File: config.mk
export PLATFORM = sky130hd
export DESIGN_NAME = conv_job_sequencer
export DESIGN_NICKNAME = d
export VERILOG_FILES = /design/src/rtl/conv_job_sequencer.sv
export SDC_FILE = /design/constraint.sdc
export NUM_CORES = 1
export LEC_CHECK = 0
export ABC_CLOCK_PERIOD_IN_PS = 9200
export CAP_MARGIN = 40
export CORE_UTILIZATION = 35
export DETAILED_ROUTE_END_ITERATION = 16
export PLACE_DENSITY = 0.63
export SLEW_MARGIN = 20
export SYNTH_ARGS = -nofsm -noshare
export SYNTH_HDL_FRONTEND = slang
export SYNTH_SLANG_ARGS = --single-unit
export TNS_END_PERCENT = 1
File: constraint.sdc
create_clock -name clk -period 9.2 [get_ports clk]
set_input_delay 1.84 -clock clk [delete_from_list [all_inputs] [get_ports clk]]
set_output_delay 1.84 -clock clk [all_outputs]
set_load 0.02 [all_outputs]
File: src/rtl/conv_job_sequencer.sv
// rtl/conv_job_sequencer.sv - job FIFO, launch FSM, address relocation and watchdog for the XNOR conv engine
module conv_job_sequencer #(
  parameter int FIFO_DEPTH = 4,
  parameter int ADDR_W     = 12,
  parameter int START_TO   = 16,
  parameter int RUN_TO     = 4096
) (
  input  logic              clk,
  input  logic              reset_b,
  input  logic              job_valid,
  output logic              job_ready,
  input  logic [ADDR_W-1:0] job_in_base,
  input  logic [ADDR_W-1:0] job_out_base,
  input  logic [ADDR_W-1:0] job_w_base,
  output logic              eng_run,
  input  logic              eng_busy,
  input  logic [ADDR_W-1:0] eng_sram_read_address,
  input  logic [ADDR_W-1:0] eng_sram_write_address,
  input  logic              eng_sram_write_enable,
  input  logic [ADDR_W-1:0] eng_wmem_read_address,
  output logic [ADDR_W-1:0] sram_read_address,
  output logic [ADDR_W-1:0] sram_write_address,
  output logic              sram_write_enable,
  output logic [ADDR_W-1:0] wmem_read_address,
  output logic              seq_busy,
  output logic              job_done,
  output logic [7:0]        jobs_done_cnt,
  output logic              timeout_err,
  input  logic              clear_err
);

  localparam int PTR_W  = $clog2(FIFO_DEPTH);
  localparam int WD_MAX = (RUN_TO > START_TO) ? RUN_TO : START_TO;
  localparam int WD_W   = $clog2(WD_MAX + 1);

  localparam logic [2:0] S_IDLE      = 3'd0;
  localparam logic [2:0] S_LAUNCH    = 3'd1;
  localparam logic [2:0] S_WAIT_BUSY = 3'd2;
  localparam logic [2:0] S_RUN       = 3'd3;
  localparam logic [2:0] S_DONE      = 3'd4;
  localparam logic [2:0] S_HALT      = 3'd5;

  logic [3*ADDR_W-1:0] fifo_mem [FIFO_DEPTH];
  logic [PTR_W-1:0]    wr_ptr;
  logic [PTR_W-1:0]    rd_ptr;
  logic [PTR_W:0]      count;
  logic                full;
  logic                empty;
  logic                push;
  logic                pop;

  logic [2:0]          state;
  logic [ADDR_W-1:0]   in_base;
  logic [ADDR_W-1:0]   out_base;
  logic [ADDR_W-1:0]   w_base;
  logic [WD_W-1:0]     wdog;
  logic [WD_W-1:0]     wdog_inc;

  // Ready depends only on registered occupancy; a same-cycle pop never frees a slot early.
  assign full      = (count == (PTR_W+1)'(FIFO_DEPTH));
  assign empty     = (count == '0);
  assign job_ready = ~full;
  assign push      = job_valid & ~full;
  assign pop       = (state == S_IDLE) & ~empty;
  assign wdog_inc  = wdog + 1'b1;

  always_ff @(posedge clk) begin
    if (push) begin
      fifo_mem[wr_ptr] <= {job_in_base, job_out_base, job_w_base};
    end
  end

  always_ff @(posedge clk or negedge reset_b) begin
    if (!reset_b) begin
      wr_ptr <= '0;
      rd_ptr <= '0;
      count  <= '0;
    end else begin
      if (push) wr_ptr <= wr_ptr + 1'b1;
      if (pop)  rd_ptr <= rd_ptr + 1'b1;
      case ({push, pop})
        2'b10:   count <= count + 1'b1;
        2'b01:   count <= count - 1'b1;
        default: count <= count;
      endcase
    end
  end

  always_ff @(posedge clk or negedge reset_b) begin
    if (!reset_b) begin
      state         <= S_IDLE;
      in_base       <= '0;
      out_base      <= '0;
      w_base        <= '0;
      wdog          <= '0;
      timeout_err   <= 1'b0;
      jobs_done_cnt <= 8'd0;
    end else begin
      if (clear_err) timeout_err <= 1'b0;
      case (state)
        S_IDLE: begin
          if (pop) begin
            {in_base, out_base, w_base} <= fifo_mem[rd_ptr];
            state <= S_LAUNCH;
          end
        end
        S_LAUNCH: begin
          wdog  <= '0;
          state <= S_WAIT_BUSY;
        end
        S_WAIT_BUSY: begin
          if (eng_busy) begin
            wdog  <= '0;
            state <= S_RUN;
          end else if (wdog_inc == WD_W'(START_TO)) begin
            timeout_err <= 1'b1;
            state       <= S_HALT;
          end else begin
            wdog <= wdog_inc;
          end
        end
        S_RUN: begin
          if (!eng_busy) begin
            state <= S_DONE;
          end else if (wdog_inc == WD_W'(RUN_TO)) begin
            timeout_err <= 1'b1;
            state       <= S_HALT;
          end else begin
            wdog <= wdog_inc;
          end
        end
        S_DONE: begin
          jobs_done_cnt <= jobs_done_cnt + 8'd1;
          state         <= S_IDLE;
        end
        S_HALT: begin
          // The aborted job is discarded; queued jobs resume after the host acknowledges.
          if (clear_err) state <= S_IDLE;
        end
        default: state <= S_IDLE;
      endcase
    end
  end

  always_ff @(posedge clk or negedge reset_b) begin
    if (!reset_b) begin
      eng_run  <= 1'b0;
      job_done <= 1'b0;
    end else begin
      eng_run  <= (state == S_LAUNCH);
      job_done <= (state == S_DONE);
    end
  end

  assign sram_read_address  = in_base + eng_sram_read_address;
  assign sram_write_address = out_base + eng_sram_write_address;
  assign wmem_read_address  = w_base + eng_wmem_read_address;
  assign sram_write_enable  = eng_sram_write_enable &
                              ((state == S_WAIT_BUSY) | (state == S_RUN) | (state == S_DONE));
  assign seq_busy           = (state != S_IDLE) | ~empty;

endmodule
# Word level (Yosys, flattened, before mapping)
# Memories as Yosys holds them, arrays and structs flattened. A register that Yosys moved wholly into a read port is not among the register bits.
# Index checks and enable logic that the tools add are counted.
# word_totals
mem_count,1
word_cells,74
input_bits,78
mem_bits_rw,144
reg_bits,34
out_inout_bits,50
# mem_list
name,words,word_bits,rd,rd_ports_with_merged_regs,wr,line,rtl
fifo_mem,4,36,1,1,1,43,logic [3*ADDR_W-1:0] fifo_mem [FIFO_DEPTH];
# op_classes
n_eq_ne,17
n_reduce_logical,9
bitwise,8
n_mux,21
add_sub_neg,9
# ops
cell,count
2-to-1 mux 13 bit,4
one-hot mux 13 bit (3 select lines),1
adder 12 bit,3
2-to-1 mux 3 bit,6
one-hot mux 3 bit (5 select lines),1
adder 13 x 1 -> 13 bit (second input constant),1
== test 13 bit (second input constant),1
== test 13 x 5 -> 1 bit (second input constant),1
== test 3 bit (second input constant),3
!= test 3 bit (second input constant),3
adder 8 x 1 -> 8 bit (second input constant),1
!= test 2 bit (second input constant),4
AND reduction 4 bit,2
2-to-1 mux 1 bit,7
== test 3 x 2 -> 1 bit (second input constant),2
logical NOT 3 bit,2
one-hot mux 3 bit (2 select lines),1
nonzero test 3 bit,2
adder 2 x 1 -> 2 bit (second input constant),2
adder 3 x 1 -> 3 bit (second input constant),1
bitwise AND 1 bit,3
== test 3 x 1 -> 1 bit (second input constant),1
OR 1 bit,3
subtractor 3 x 1 -> 3 bit (second input constant),1
7 further kinds,8

# Longest topological paths before layout
# depth
depth_word,5
depth_mapped,11
depth_no_buf,10

# Least setup slack after synthesis
# No wires, ideal clock.
# synth_path
kind,in2out
startpoint,input eng_sram_read_address[0]
endpoint,output sram_read_address[10]
arrival_time_ps,3730
t_required_ps,7360
slack_ps,3630
path_buffers,0
path_stages,10
path_cell_list,ha_1 > inv_1 > fa_1 > nor2b_1 > o21ai_0 > a21boi_0 > o21ai_0 > a21oi_1 > or4b_2 > nand4b_1
# synth_via
elab_chain_len,1
# synth_rtl
item,line,rtl
"start, declared",17,"input logic [ADDR_W-1:0] eng_sram_read_address,"
adder 12 bit,155,assign sram_read_address = in_base + eng_sram_read_address;
"end, declared",21,"output logic [ADDR_W-1:0] sram_read_address,"
# No other way between the ends.

# Final worst setup path
# Same ends and word-level chain as after synthesis.

==> run_results.csv <==
group,metric,value,unit
grt,grt_pass1_wl,31600,µm
clock_network,numCtsBuffers,23,
logic_synthesis,synth_nets,801,
logic_synthesis,synthMostInstantiatedCell,"edfxtp_1",
floorplan,die_y,172,µm
clock_network,cts.clk_slew.worst_paths,0.06,ns
logic_synthesis,synth-async-reset-ratio,0.327,
setup_path,critical_path_buf_inv_count,3,
cells_and_area,diodes,0,
floorplan,die_x,172,µm
detailed_routing,via_count,5969,
logic_synthesis,ys_seq_elements,214,
detailed_routing,dr.first_iter.drc_count,393,
cells_and_area,drive_above_1_share,0.176,
clock_network,clk_root_buffer_cell,"clkbuf_16",
detailed_routing,drt_wl_total,19700,µm
logic_synthesis,synth_area,10100,µm²
clock_network,cts_max_level,1,
logic_synthesis,yosys-top-cells-count,"144 x edfxtp_1, 70 x dfrtp_1, 40 x ha_1",
logic_synthesis,synth-simple-area-share,0.0885,
timing,finClkSkew,0.0100,ns
detailed_routing,drcViolationCount,0,
floorplan,row_count,61,
setup_path,end_kind,"output pin",
job,drv_cap,0,
clock_network,cts_setup_buffers,0,
logic_synthesis,syn_inst,679,
detailed_routing,vias_per_cell,4.92,
timing,whs,0.473,ns
clock_network,cts_sinks,214,
timing,slew_viol_final,0,
floorplan,ioPinCount,128,
logic_synthesis,synth_top_family_by_area,"multiplexers",
timing,max_freq,149,MHz
placed_design,gp_congestion,0.776,
placed_design,io_buffers,127,
cells_and_area,layout.cells.non_filler,1213,
setup_path,crit_chain,"clkdlybuf4s50_1 -> ha_1 -> inv_1 -> fa_1 -> nor2b_1 -> o21ai_0 -> a21boi_0 -> o21ai_0 -> a21oi_1 -> or4b_2 -> nand4b_1 -> clkdlybuf4s50_1",
logic_synthesis,yosysTopAreaCell,"edfxtp_1",
grt,grt_pass1_vias,6027,
floorplan,initial_core_util,0.359,
setup_path,slowest_stage,"or4b_2",
setup_path,crit_fanout,3,
logic_synthesis,netlist.area_leader.share,0.429,
detailed_routing,wl_per_cell,16.2,µm
logic_synthesis,ys_seq_area_frac,0.603,
worst_hold_path,hp-class,"reg2reg",
logic_synthesis,yosys_most_used_dff,"edfxtp_1",
grt,grt_max_degree,43,
grt,grt_usage,0.137,
clock_network,cts_tree,"done",
power,vdd_drop_max,0.000188,V
floorplan,dieArea,29500,µm²
setup_path,cp-startpoint,"eng_sram_read_address[0]",
timing,setup_tns,0,ns
detailed_routing,postRouteAntennaNets,0,
logic_synthesis,synth_mux_area_frac,0.123,
worst_hold_path,hp-start,"jobs_done_cnt[7]",
setup_path,startpoint_type,"input pin",
power,p_leak,0.00457,µW
power,power_density,342,nW/µm²
logic_synthesis,ys_top_cells_by_area,"edfxtp_1 43%, dfrtp_1 17%, mux4_2 8.0%",
detailed_routing,first_pass_iters,4,
cells_and_area,area_growth,25.0,%
timing,tightest_slew,0.772,ns
setup_path,cp_data_required_time,7.36,ns
logic_synthesis,yosysWarningCount,0,
logic_synthesis,synth_cell_types,65,
timing,relSlewSlack,0.486,
setup_path,worstPathArrival,4.86,ns
timing,hold_viol,0,
grt,antenna_found_initial,0,
logic_synthesis,synth_area_per_cell,14.9,µm²
cells_and_area,nets,940,
clock_network,cts_resized,0,
setup_path,cp_top_family,"buffers and inverters",
clock_network,postCtsHoldBufs,0,
run_status,status,"finished, final reports clean",
placed_design,place_inst,1170,
timing,setup_viol,0,
timing,min_period,6.70,ns
logic_synthesis,synth-compound-area-share,0.0640,
grt,grt.overflow.total,0,
logic_synthesis,synthXorXnorAreaFrac,0.0373,
clock_network,cts.path.max_buffers,3,
setup_path,criticalPathCategory,"in2out",
floorplan,coreArea,28100,µm²
timing,rsz0062_at_grt,"no",
placed_design,hpwl,13100,µm
logic_synthesis,synth_adder_area_share,0.0576,
setup_path,cpPeakStageDelay,0.63,ns
power,power,4310,µW
clock_network,clk_latency,0.51,ns
setup_path,r2r-start,"wdog[0]",
timing,finalCritPeriodShare,0.728,
logic_synthesis,synth_edf_count,144,
placed cells by master (no fill, tap or decap), types with 19 or more instances in the layout:
cell	instances
a21oi_1	19
o21ai_0	20
edfxtp_1	144
clkbuf_16	23
ha_1	40
xnor2_1	31
dfrtp_1	68
mux4_2	36
clkdlybuf4s50_1	126
mux2_2	37
nor2_1	35
inv_1	31
nand2_1	26
registers in the layout, indices dropped and copies added (netlist names), 2 cells and up:
signal	cells
count	3
wr_ptr	2
fifo_mem	144
wdog	13
out_base	12
w_base	12
jobs_done_cnt	8
in_base	12
state	3
rd_ptr	2
layout make-up:
cell class                      count  area, µm²
Timing Repair Buffer              136       1420
Clock inverter                      8        131
Fill cell                        2528      15500
Clock buffer                       34        647
Sequential cell                   214       6080
Multi-Input combinational cell    412       3740
Tap cell                          378        473
Inverter                           31        116
per-stage QoR:
step            util  cell area (µm²)  setup slack, ns
2_1_floorplan      -            10100             3.63
3_3_place_gp   0.416            11700             2.54
3_5_place_dp   0.421            11800             2.50
4_1_cts        0.449            12600             2.48
5_1_grt        0.449            12600             2.25
6_report       0.449            12600             2.50
logic make-up after synthesis:
family | Yosys count
xor+xnor | 43
fa+ha+maj | 44
compound gates | 91
simple gates | 160
buf+inv | 53
flops | 214
mux | 74
path summary, 6_finish.rpt:
kind	end	slack (ns)	depth (start not counted)
worst max-delay path	sram_read_address[10]	2.50	12
worst min-delay path	jobs_done_cnt[7]	0.47	1
worst max register to register	wdog[9]	6.19	8
worst min register to register	jobs_done_cnt[7]	0.47	1
max in group asynchronous	out_base[10]	7.26	2
min in group asynchronous	wdog[6]	1.34	1
where the power goes:
| part | internal (µW) | switching [µW] | leakage (µW) | total (µW) |
|---|---|---|---|---|
| logic | 969 | 933 | 0.00200 | 1900 |
| clock network | 574 | 365 | 0.000376 | 939 |
| registers | 1290 | 178 | 0.00219 | 1470 |
per-layer routing:
layer	up-vias	wire (µm)	track usage
met5	-	0	0
met1	2951	8920	0.178
li1	2879	-	-
met4	0	299	0.0319
met2	116	9450	0.236
met3	23	985	0.0269
Note: power is estimated with default switching activity, not from simulation.
